### src/rtl/div_unit_pkg.sv
// Shared encodings for the RV64M divide unit: funct3 select codes, FSM states, iteration counts.
package div_unit_pkg;

    localparam logic [2:0] DivQ  = 3'b100;
    localparam logic [2:0] DivQU = 3'b101;
    localparam logic [2:0] DivR  = 3'b110;
    localparam logic [2:0] DivRU = 3'b111;

    typedef enum logic [1:0] {
        IDLE = 2'd0,
        CALC = 2'd1,
        FIX  = 2'd2,
        DONE = 2'd3
    } div_state_e;

    // Counter start values: steps run while counting down to zero inclusive.
    localparam int ITER_D = 63;
    localparam int ITER_W = 31;

endpackage

### src/rtl/div_operand_prep.sv
// Combinational operand conditioning: W-form extension, magnitudes, result signs and
// special-case detection (divide by zero, signed overflow). Zero latency, no flow control.
module div_operand_prep
    import div_unit_pkg::*;
#(
    parameter int XLEN = 64
) (
    input  logic            signed_i,
    input  logic            div32_i,
    input  logic [XLEN-1:0] dividend_i,
    input  logic [XLEN-1:0] divisor_i,
    output logic [XLEN-1:0] a_ext_o,
    output logic [XLEN-1:0] mag_a_o,
    output logic [XLEN-1:0] mag_b_o,
    output logic            q_neg_o,
    output logic            r_neg_o,
    output logic            div_zero_o,
    output logic            overflow_o
);

    logic [XLEN-1:0] b_ext;
    logic [XLEN-1:0] min_val;
    logic            a_neg;
    logic            b_neg;

    always_comb begin
        if (div32_i) begin
            a_ext_o = {{(XLEN-32){signed_i & dividend_i[31]}}, dividend_i[31:0]};
            b_ext   = {{(XLEN-32){signed_i & divisor_i[31]}}, divisor_i[31:0]};
            min_val = {{(XLEN-31){1'b1}}, 31'b0};
        end else begin
            a_ext_o = dividend_i;
            b_ext   = divisor_i;
            min_val = {1'b1, {(XLEN-1){1'b0}}};
        end
        a_neg      = signed_i & a_ext_o[XLEN-1];
        b_neg      = signed_i & b_ext[XLEN-1];
        mag_a_o    = a_neg ? -a_ext_o : a_ext_o;
        mag_b_o    = b_neg ? -b_ext : b_ext;
        q_neg_o    = a_neg ^ b_neg;
        r_neg_o    = a_neg;
        div_zero_o = (b_ext == '0);
        overflow_o = signed_i & (a_ext_o == min_val) & (b_ext == '1);
    end

endmodule

### src/rtl/div_unit.sv
// Radix-2 restoring RV64M divide/remainder: 66 cycles (34 for W-forms), 1 cycle for
// special cases when DIV_FASTPATH_EN is defined. Result held in DONE until out_ready.
module div_unit
    import div_unit_pkg::*;
#(
    parameter int XLEN = 64
) (
    input  logic            clk,
    input  logic            rst,
    input  logic            flush,
    input  logic            in_valid,
    output logic            in_ready,
    input  logic [2:0]      div_sel,
    input  logic            div32,
    input  logic [XLEN-1:0] dividend,
    input  logic [XLEN-1:0] divisor,
    output logic            out_valid,
    input  logic            out_ready,
    output logic [XLEN-1:0] result,
    output logic            busy
);

    localparam int CW = $clog2(XLEN);

    div_state_e      state_q;
    logic [CW-1:0]   cnt_q;
    logic [XLEN-1:0] q_q, r_q, d_q, aext_q, result_q;
    logic            op_q, rem_q, w_q, qneg_q, rneg_q, dz_q, ovf_q, fix2_q;

    logic [XLEN-1:0] p_aext, p_mag_a, p_mag_b;
    logic            p_qneg, p_rneg, p_dz, p_ovf;
    logic [XLEN:0]   r_sh_d;
    logic            ge_d;

    div_operand_prep #(.XLEN(XLEN)) u_prep (
        .signed_i   (~div_sel[0]),
        .div32_i    (div32),
        .dividend_i (dividend),
        .divisor_i  (divisor),
        .a_ext_o    (p_aext),
        .mag_a_o    (p_mag_a),
        .mag_b_o    (p_mag_b),
        .q_neg_o    (p_qneg),
        .r_neg_o    (p_rneg),
        .div_zero_o (p_dz),
        .overflow_o (p_ovf)
    );

    function automatic logic [XLEN-1:0] pick(input logic op, input logic rem, input logic w,
                                             input logic dz, input logic ovf,
                                             input logic [XLEN-1:0] aext,
                                             input logic [XLEN-1:0] q,
                                             input logic [XLEN-1:0] r);
        logic [XLEN-1:0] v;
        if (!op)       v = '0;
        else if (dz)   v = rem ? aext : '1;
        else if (ovf)  v = rem ? '0 : aext;
        else           v = rem ? r : q;
        if (w) v = {{(XLEN-32){v[31]}}, v[31:0]};
        return v;
    endfunction

    assign r_sh_d = {r_q, q_q[XLEN-1]};
    assign ge_d   = (r_sh_d >= {1'b0, d_q});

    assign in_ready  = (state_q == IDLE);
    assign busy      = (state_q != IDLE);
    assign out_valid = (state_q == DONE);
    assign result    = result_q;

    always_ff @(posedge clk or posedge rst) begin
        if (rst) begin
            state_q  <= IDLE;
            cnt_q    <= '0;
            q_q      <= '0;
            r_q      <= '0;
            d_q      <= '0;
            aext_q   <= '0;
            result_q <= '0;
            op_q     <= 1'b0;
            rem_q    <= 1'b0;
            w_q      <= 1'b0;
            qneg_q   <= 1'b0;
            rneg_q   <= 1'b0;
            dz_q     <= 1'b0;
            ovf_q    <= 1'b0;
            fix2_q   <= 1'b0;
        end else if (flush) begin
            state_q <= IDLE;
            fix2_q  <= 1'b0;
        end else begin
            case (state_q)
                IDLE: begin
                    if (in_valid) begin
                        op_q   <= div_sel[2];
                        rem_q  <= div_sel[1];
                        w_q    <= div32;
                        aext_q <= p_aext;
                        qneg_q <= p_qneg;
                        rneg_q <= p_rneg;
                        dz_q   <= p_dz;
                        ovf_q  <= p_ovf;
                        d_q    <= p_mag_b;
                        r_q    <= '0;
                        fix2_q <= 1'b0;
                        // W-forms park the 32-bit magnitude at the top so 32 shifts finish it.
                        q_q    <= div32 ? {p_mag_a[31:0], {(XLEN-32){1'b0}}} : p_mag_a;
                        cnt_q  <= div32 ? CW'(ITER_W) : CW'(XLEN-1);
`ifdef DIV_FASTPATH_EN
                        if (div_sel[2] && (p_dz || p_ovf)) begin
                            result_q <= pick(1'b1, div_sel[1], div32, p_dz, p_ovf, p_aext, '0, '0);
                            state_q  <= DONE;
                        end else begin
                            state_q  <= CALC;
                        end
`else
                        state_q <= CALC;
`endif
                    end
                end
                CALC: begin
                    q_q <= {q_q[XLEN-2:0], ge_d};
                    r_q <= ge_d ? XLEN'(r_sh_d - {1'b0, d_q}) : r_sh_d[XLEN-1:0];
                    if (cnt_q == '0) state_q <= FIX;
                    else             cnt_q   <= cnt_q - 1'b1;
                end
                FIX: begin
                    // Sign correction and result selection are split over two edges.
                    if (!fix2_q) begin
                        q_q    <= qneg_q ? -q_q : q_q;
                        r_q    <= rneg_q ? -r_q : r_q;
                        fix2_q <= 1'b1;
                    end else begin
                        result_q <= pick(op_q, rem_q, w_q, dz_q, ovf_q, aext_q, q_q, r_q);
                        fix2_q   <= 1'b0;
                        state_q  <= DONE;
                    end
                end
                DONE: begin
                    if (out_ready) state_q <= IDLE;
                end
                default: state_q <= IDLE;
            endcase
        end
    end

endmodule
### config.mk
export PLATFORM = sky130hd
export DESIGN_NAME = div_unit
export DESIGN_NICKNAME = d
export VERILOG_FILES = /design/src/rtl/div_unit_pkg.sv /design/src/rtl/div_operand_prep.sv /design/src/rtl/div_unit.sv
export SDC_FILE = /design/constraint.sdc
export NUM_CORES = 1
export LEC_CHECK = 0
export BUFFER_PORTS_ARGS = -buffer_cell sky130_fd_sc_hd__buf_2
export CAP_MARGIN = 0
export CELL_PAD_IN_SITES_DETAIL_PLACEMENT = 1
export CELL_PAD_IN_SITES_GLOBAL_PLACEMENT = 1
export CORE_MARGIN = 2
export CORE_UTILIZATION = 23
export CTS_CLUSTER_DIAMETER = 120
export CTS_CLUSTER_SIZE = 25
export DETAILED_ROUTE_END_ITERATION = 6
export HOLD_SLACK_MARGIN = 0.06
export PLACE_DENSITY = 0.57
export SETUP_SLACK_MARGIN = 0.05
export SLEW_MARGIN = 20
export SYNTH_ARGS = -nofsm -noshare
export SYNTH_HDL_FRONTEND = slang
export SYNTH_SLANG_ARGS = --single-unit
### constraint.sdc
create_clock -name clk -period 11.3 [get_ports clk]
set_input_delay 2.26 -clock clk [delete_from_list [all_inputs] [get_ports clk]]
set_output_delay 2.26 -clock clk [all_outputs]
set_load 0.01 [all_outputs]
== After elaboration in Yosys (flattened, before gate mapping) ==
Cells that the tools add are included.
Cells by class
  bitwise logic cells: 9
  equal/unequal tests: 14
  add/subtract/negate cells: 6
  reduce and logical (&&, ||, !) cells: 14
  muxes and demuxes: 36
  $lt $le $gt $ge: 1
Operator list (count)
  $mux W64: 19
  $pmux W64 S3: 2
  $neg A64 Y64: 4
  $ge A65 B64 Y1: 1
  $eq A64 B64 Y1: 1
  $eq A64 B64 Y1 const B: 1
  $logic_not A64 Y1: 1
  $sub A64 B64 Y64: 1
  $mux W63: 1
  $mux W6: 3
  $pmux W6 S2: 1
  $mux W2: 5
  $ne A2 B2 Y1 const B: 5
  $reduce_and A5 Y1: 2
  $ne A3 B3 Y1 const B: 3
  $pmux W2 S4: 1
  $reduce_and A4 Y1: 2
  $and A1 B1 Y1: 6
  $logic_not A6 Y1: 1
  $reduce_and A3 Y1: 2
  $reduce_bool A3 Y1: 2
  $sub A6 B1 Y6 const B: 1
  $eq A2 B2 Y1 const B: 2
  $reduce_bool A2 Y1: 2
  other kinds (8): 11
Storage, ports and cells
  output and inout bits: 67
  logic and storage cells: 95
  input bits: 137
  register bits: 336

== Longest topological paths before layout ==
Gate-level depths: netlist (run 1).
  depth in word-level cells: 8
  depth in mapped cells: 16
  depth with buffers taken out: 14

== Hierarchy ==
Synthesis (run 1) repeated with hierarchy kept, for this count alone.
Unflattened totals
  cell total of the unflattened synthesis: 3741
  area total of the unflattened synthesis: 27684.1 um^2
By module, submodules not included
  div_unit: area an instance 23187.2 um^2, times used 1, sequential area each 8408.1 um^2, cells each 2993
  div_operand_prep: area an instance 4496.8 um^2, times used 1, sequential area each 0.0 um^2, cells each 748

== Least setup slack after synthesis (run 1) ==
Ideal clock, no wire load.
  path kind: input to register
  from: input divisor[14]
  to: register d_q[61]
  required time: 11.168 ns
  setup time: 0.132 ns
  path slack: 5.963 ns
  path buffers: 1
  cell stages on the path: 12
  data arrival time: 5.205 ns
  path through: or4_1 -> nor3b_1 -> nand2_1 -> or4_4 -> or3_4 -> o21bai_1 -> or3_1 -> buf_2 -> nor3_2 -> nor2_1 -> xnor2_1 -> o21ai_1
On the way
  longest elaborated chain between the ends: 3
Ends and longest elaborated chain
  start: declaration: RTL line div_unit.sv:16  | input logic [XLEN-1:0] divisor,
  $mux W64: RTL line div_operand_prep.sv:27  | if (div32_i) begin
  $neg A64 Y64: RTL line div_operand_prep.sv:39  | mag_b_o = b_neg ? -b_ext : b_ext;
  $mux W64: RTL line div_operand_prep.sv:39
  end signal: assignment: RTL line div_unit.sv:103  | d_q <= p_mag_b;
  end: declaration: RTL line div_unit.sv:27  | logic [XLEN-1:0] q_q, r_q, d_q, aext_q, result_q;
No other way between the ends.
A chain may end at the register's enable or synchronous reset.

== Worst setup path after layout (run 1) ==
  from: input dividend[13]
  to: register q_q[58]
On the way
  longest elaborated chain between the ends: 6
Ends and longest elaborated chain
  start: declaration: RTL line div_unit.sv:15  | input logic [XLEN-1:0] dividend,
  $mux W64: RTL line div_operand_prep.sv:27
  $neg A64 Y64: RTL line div_operand_prep.sv:38  | mag_a_o = a_neg ? -a_ext_o : a_ext_o;
  $mux W64: RTL line div_operand_prep.sv:38
  $mux W64: RTL line div_unit.sv:107  | q_q <= div32 ? {p_mag_a[31:0], {(XLEN-32){1'b0}}} : p_mag_a;
  $mux W64: RTL line div_unit.sv:94  | if (in_valid) begin
  $pmux W64 S3: RTL line div_unit.sv:92  | case (state_q)
  end signal: assignment: RTL line div_unit.sv:107
  end signal: assignment: RTL line div_unit.sv:122  | q_q <= {q_q[XLEN-2:0], ge_d};
  end signal: assignment: RTL line div_unit.sv:130  | q_q <= qneg_q ? -q_q : q_q;
  end: declaration: RTL line div_unit.sv:27
No other way between the ends. The select of a mux whose other input is x is not followed.

==> results by group, run 1 <==
Outcome
  • Outcome: complete, no violations

Yosys
  • Ys Warns: 0
  • Number of synthesized flops with an enable pin: 0
  • Syn avg cell area: roughly 7.6 µm²
  • Register area share after synthesis: a little under a third
  • Mapped Area: between 20000 and 30000 µm²
  • Fraction of registers with async set/reset: 100%
  • Syn nets: 3710
  • Ys flop type: dfrtp_1
  • Synth cell types: 82
  • Yosys reg bits: ~340
  • Synth Instances: between 3000 and 4000

Clock network
  • Clock latency on the worst-skew pair: between 500 and 600 ps
  • Num CTS Buffers: 23
  • CTS root buffer: clkbuf_16
  • CTS resizes: 0
  • Total setup buffers inserted after CTS: 0
  • Hold Buf Count CTS: 0
  • Clk buf depth: 3
  • H-tree levels: 1
  • CTS tree: yes
  • Clock transition at the registers of the reported paths: around 110 ps
  • CTS sink count: between 300 and 400

Hold path
  • Worst hold path depth: 2
  • Worst hold path endpoint: result[13]$_DFFE_PP0P_
  • HP Class: reg2reg
  • Hold wc startpoint: result[13]$_DFFE_PP0P_

Routing
  • Vias: 27347
  • Vias/cell: roughly 5.4
  • DR pass1 iterations: 5
  • Final ANT Viol Nets: 0
  • Initial drt markers: between 1500 and 2000
  • Routed wire length: between 100 and 150 mm
  • Per-cell routed wire length: between 20 and 25 µm
  • # DRC: 0

Timing
  • Worst Max-Slew Pin Slew: about 1100 ps
  • Setup tns final: 0 ps
  • Hold_ws: 470 ps
  • Layout Skew: between 20 and 25 ps
  • Unrepaired setup endpoints after global routing: no
  • Fin. Hold Viols: 0
  • Setup violation total in the final timing report: 0
  • Max-slew headroom: between 20% and 30%
  • Slew Limit Fails: 0
  • Fin crit period: ~5600 ps
  • Final Cycle Share: between 40% and 50%
  • Fmax: about 180 MHz

Floorplan
  • Die Span X: ~340 µm
  • Initial Util: 23.2%
  • Die Footprint: around 120000 µm²
  • Die Span Y: ~340 µm
  • Total I/O pin count: approximately 200
  • Floorplan Core Area: 115000 µm²
  • Rows: about 120

Placement
  • Dpl hpwl: between 90 and 100 mm
  • GP Congestion: a little under 0.9
  • IO buf count: between 200 and 250
  • Placed Cells: approximately 5000

Layout
  • Fillers: 13842
  • Area growth, synth to finish: 12.2%
  • Nets: ~3700
  • Proportion of layout cells with a drive suffix above 1: 10.5%
  • Final core utilization: 26.1%
  • Fin cells: between 5000 and 6000

Global route
  • Initial antenna violation count: 4
  • Global Route Usage Sum: between 20% and 30%
  • First-pass GRT wire length: 186 mm
  • Grt total ovfl: 0
  • Largest net degree at the start of global routing: ~140
  • Vias in the first global route: 27708

Setup path
  • R2R cell count: 14
  • Crit path max fanout: 6
  • Critical Path RT: roughly 12000 ps
  • Worst Path Buf+Inv: 1
  • Top Family by Delay on Critical Path: simple AND/OR/NAND/NOR gates
  • Worst Setup Path Type: in2reg
  • CP max stage delay: 610 ps
  • Worst endpoint data arrival time: 6160 ps
  • Internal reg-to-reg setup slack: 6290 ps
  • FF-to-FF Start: r_q[5]$_DFFE_PP0P_
  • Crit-path slowest cell: or4_1
  • Worst Setup SP: dividend[13]
  • Worst r2r dst: r_q[42]$_DFFE_PP0P_
  • Crit. End Element: flip-flop
  • Worst-path cell chain: buf_2 > or4_1 > nor4_1 > nand4_1 > or3_1 > nor4_2 > o211ai_1 > o21ai_1 > xnor2_1 > o21ai_1 > o21ai_1
  • CP Launch Type: primary input
  • Most numerous cell on the critical path: o21ai_1

Flow run
  • Max-cap violations: 0

Pwr
  • Peak supply drop: about 0.22 mV
  • PwrDens: between 200 and 300 nW/µm²
  • LEAKAGE: between 10 and 15 nW
-- synthesized netlist by cell type, drive strengths merged (10+ instances only) --
library cell,count,share of area (%)
nand2b,22,0.52
clkbuf,232,3.3
or2,10,0.23
o31ai,40,1.1
xor2,83,2.7
o221ai,13,0.43
nor3,96,1.9
a22oi,40,1.1
and3,12,0.28
o2111ai,35,1.2
o41ai,14,0.46
or4,37,1.1
a21o,58,1.6
o22a,11,0.36
o21bai,16,0.45
a211oi,19,0.54
nor2b,16,0.38
ha,75,3.5
o22ai,10,0.23
a31oi,42,0.99
nand4,41,0.96
a221oi,25,0.82
nor2,283,4.0
o21a,14,0.39
or3,36,0.92
inv,130,1.8
xnor2,114,3.7
nand2,476,6.7
buf,26,0.42
a22o,14,0.46
o21ai,419,7.9
nor4,42,1.1
dfrtp,336,32
o211ai,47,1.3
a21oi,332,6.3
nand3,47,0.93
mux2i,116,4.4
-- worst max-delay path by stage --
stage	endpoint	cells past startpoint	slack, ps
global route	q_q[58]$_DFFE_PP0P_	13	5400
floorplan	aext_q[0]$_DFFE_PP0P_	1	4550
CTS	q_q[58]$_DFFE_PP0P_	13	5720
finish	q_q[58]$_DFFE_PP0P_	11	5660
detailed placement	q_q[58]$_DFFE_PP0P_	13	5130
global placement	q_q[58]$_DFFE_PP0P_	13	5210
-- state kept, by name, indices dropped and copies added (netlist names), 2 cells and up --
register and flops:
aext_q 64, cnt_q 6, q_q 64, result 64, d_q 64, state_q 2
r_q 64
-- worst register-to-register path: cells and delay by family (launching register included) --
| kind | cells | cell delay (ps) |
|---|---|---|
| AOI/OAI and AO/OA | 7 | 1810 |
| DFF | 1 | 520 |
| buffers and inverters | 2 | 960 |
| adders and majority gates | 1 | 430 |
| and+or+nand+nor | 4 | 1200 |
-- kinds of logic after synthesis --
logic type,share of synthesized area [%]
multiplexers,4.53
flip-flops,31.6
buffers and inverters,5.55
adder cells (fa/ha/maj),3.60
AO/OA/AOI/OAI,27.9
XOR/XNOR,6.48
AND/OR/NAND/NOR,20.3
-- stage by stage --
stage | setup WS, ps | area [µm²] | power [mW]
2_1_floorplan | 4550 | 26600 | 5.65
4_1_cts | 5720 | 29900 | 8.45
3_5_place_dp | 5130 | 29100 | 7.43
6_report | 5660 | 29900 | 8.45
5_1_grt | 5400 | 29900 | 9.11
3_3_place_gp | 5210 | 29100 | 7.36
-- layer usage --
| metal | wire, µm | track usage, % | part of all wire, % | vias up |
|---|---|---|---|---|
| met5 | 40 | 0 | 0.032 | - |
| met4 | 4070 | 6.31 | 3.3 | 6 |
| met3 | 4620 | 1.81 | 3.7 | 145 |
| met2 | 58900 | 34.7 | 47 | 579 |
| met1 | 56600 | 27.7 | 46 | 13921 |
| li1 | - | - | - | 12696 |
-- cell type report --
class / count / area, µm² / area share (%)
Clock buffer: 26 / 607 / 2.03
Tap cell: 1512 / 1890 / 6.33
Sequential cell: 336 / 8410 / 28.2
Inverter: 132 / 499 / 1.67
Antenna cell: 3 / 7.51 / 0.0251
Timing Repair Buffer: 255 / 1420 / 4.75
Clock inverter: 15 / 200 / 0.670
Multi-Input combinational cell: 2771 / 16800 / 56.4
-- report_power, final --
group,total [mW],switching [mW],leakage (nW),internal [mW]
sequential,2.36,0.700,4.28,1.66
clock,0.995,0.572,0.392,0.423
combinational,5.10,3.29,7.57,1.81
-- layout by cell type (no fill, tap or decap), types with 40 or more instances in the layout --
cell type	count
a21o_1	58
a21oi_1	329
a22oi_1	40
a31oi_1	41
buf_2	203
buf_4	51
dfrtp_1	333
ha_1	72
inv_1	129
mux2i_1	116
nand2_1	474
nand3_1	46
nand4_1	41
nor2_1	278
nor3_1	91
o211ai_1	46
o21ai_0	391
o31ai_1	40
xnor2_1	114
xor2_1	83
No activity file was read; power rests on OpenSTA's default activity.
==> run 2, diff against run 1 <==
--- a/config.mk
+++ b/config.mk
@@ -15,7 +15,7 @@
 export CTS_CLUSTER_SIZE = 25
 export DETAILED_ROUTE_END_ITERATION = 6
 export HOLD_SLACK_MARGIN = 0.06
-export PLACE_DENSITY = 0.57
+export PLACE_DENSITY = 0.56
 export SETUP_SLACK_MARGIN = 0.05
 export SLEW_MARGIN = 20
 export SYNTH_ARGS = -nofsm -noshare
==> constraint.sdc (replaced) <==
create_clock -name clk -period 5.4 [get_ports clk]
set_input_delay 1.08 -clock clk [delete_from_list [all_inputs] [get_ports clk]]
set_output_delay 1.08 -clock clk [all_outputs]
set_load 0.01 [all_outputs]
==> results by group, run 2 (synthesis results as in run 1) <==
Timing
  • Layout Skew: about 43 ps
  • Max-slew headroom: roughly a quarter
  • Setup tns final: 0 ps
  • Fin crit period: ~4400 ps
  • Setup violation total in the final timing report: 0
  • Slew Limit Fails: 0
  • Fin worst setup slack: approximately 1000 ps
  • Fmax: about 230 MHz
  • Worst Max-Slew Pin Slew: roughly 1100 ps
  • Final Cycle Share: 81.1%
  • Fin. Hold Viols: 0
  • Unrepaired setup endpoints after global routing: no

Clock network
  • Clock latency on the worst-skew pair: 620 ps
  • CTS sink count: ~340
  • CTS root buffer: clkbuf_16
  • CTS tree: yes
  • Hold Buf Count CTS: 0
  • H-tree levels: 1
  • CTS resizes: 0
  • Clk buf depth: 3
  • Num CTS Buffers: 22
  • Total setup buffers inserted after CTS: 0
  • Clock transition at the registers of the reported paths: around 110 ps

Pwr
  • Peak supply drop: between 0.3 and 0.4 mV
  • Power Total: 17.9 mW
  • PwrDens: 594 nW/µm²
  • LEAKAGE: approximately 12 nW

Setup path
  • Setup crit end: r_q[44]$_DFFE_PP0P_
  • FF-to-FF Start: r_q[7]$_DFFE_PP0P_
  • CP Launch Type: flip-flop
  • Crit path max fanout: 20
  • Worst endpoint data arrival time: a little under 5000 ps
  • Worst Setup Path Type: reg2reg
  • Crit. End Element: flip-flop
  • Internal reg-to-reg setup slack: around 1000 ps
  • Worst r2r dst: r_q[44]$_DFFE_PP0P_
  • R2R cell count: 13
  • Critical Path RT: between 5000 and 6000 ps
  • Worst Setup SP: r_q[7]$_DFFE_PP0P_

Placement
  • Dpl hpwl: around 94 mm
  • Area after DPL: 29400 µm²
  • Placed Cells: 5033
  • Pre-CTS setup slack: between 500 and 600 ps
  • IO buf count: 203
  • GP Congestion: between 0.8 and 0.9

Outcome
  • Outcome: complete, no violations

Floorplan
  • Floorplan Core Area: between 100000 and 150000 µm²
  • Initial Util: 23.2%
  • Die Span X: 344 µm
  • Die Span Y: 344 µm
  • Die Footprint: between 100000 and 150000 µm²
  • Total I/O pin count: approximately 200
  • Rows: around 120

Layout
  • Area growth, synth to finish: 13.4%
  • Finished Cell Area: 30200 µm²
  • Nets: 3758
  • Proportion of layout cells with a drive suffix above 1: between 10% and 20%
  • Commonest non-fill, non-tap cells in the layout: nand2_1 (474), o21ai_0 (391), dfrtp_1 (333), a21oi_1 (329), nor2_1 (279)
  • Commonest non-fill, non-tap cell in the layout: nand2_1
  • Fin cells: between 5000 and 6000

Routing
  • Vias: ~27000
  • Per-cell routed wire length: approximately 24 µm
  • DR pass1 iterations: 5
  • Initial drt markers: 2029
  • Routed wire length: 124 mm
  • # DRC: 0
  • Vias/cell: roughly 5.4
  • Final ANT Viol Nets: 0

Flow run
  • Max-cap violations: 0

Global route
  • Global Route Usage Sum: about a fifth
  • Grt total ovfl: 0
  • Initial antenna violation count: 9
  • Largest net degree at the start of global routing: between 100 and 150
  • First-pass GRT wire length: 185 mm
  • Vias in the first global route: ~28000

Hold path
  • HP Class: in2async
==> run 2: cell type report <==
| cell class | count | area (µm²) |
|---|---|---|
| multi-input combinational | 2771 | 16900 |
| tap | 1512 | 1890 |
| clock buffer | 26 | 587 |
| sequential | 336 | 8410 |
| fill | 13805 | 84500 |
| inverter | 132 | 499 |
| antenna | 1 | 2.50 |
| clock inverter | 14 | 226 |
| timing repair buffer | 282 | 1710 |
==> run 2: how the worst min path moves through the flow <==
stage / to / slack (ps) / depth (start not counted)
floorplan: aext_q[31]$_DFFE_PP0P_ / 440 / 2
finish: result[11]$_DFFE_PP0P_ / 440 / 2
global placement: result[19]$_DFFE_PP0P_ / 450 / 2
detailed placement: result[11]$_DFFE_PP0P_ / 460 / 2
CTS: result[14]$_DFFE_PP0P_ / 440 / 2
global route: result[11]$_DFFE_PP0P_ / 460 / 2
==> run 2: where the power goes <==
part	internal [mW]	switching, mW
registers	3.47	1.49
logic	3.95	6.90
clock network	0.938	1.17
total	8.36	9.56
==> run 2: stage by stage <==
stage	hold slack, ps	util, %
after floorplan	440	-
after global placement	447	25.6
after detailed placement	456	25.6
after CTS	435	26.3
after global routing	460	26.3
final	444	26.3
==> run 2: worst max-delay path: stages (launching register included) <==
cell	delay, ps
dfrtp_1	490
ha_1	420
and4_1	330
nand3_1	100
a31o_2	240
nand3_1	140
a31o_2	240
a21o_1	230
a31o_2	250
a41oi_1	440
o21ai_4	700
buf_12	280
mux2i_1	220
o221ai_1	160
==> run 2: per-layer routing <==
layer	routed length, µm	vias up	track usage, %	share of wire (%)
met5	33	-	0	0.027
met4	3940	6	6.38	3.2
li1	-	12731	-	-
met3	5420	139	2.05	4.4
met2	58200	668	34.0	47
met1	56300	13836	28.0	45
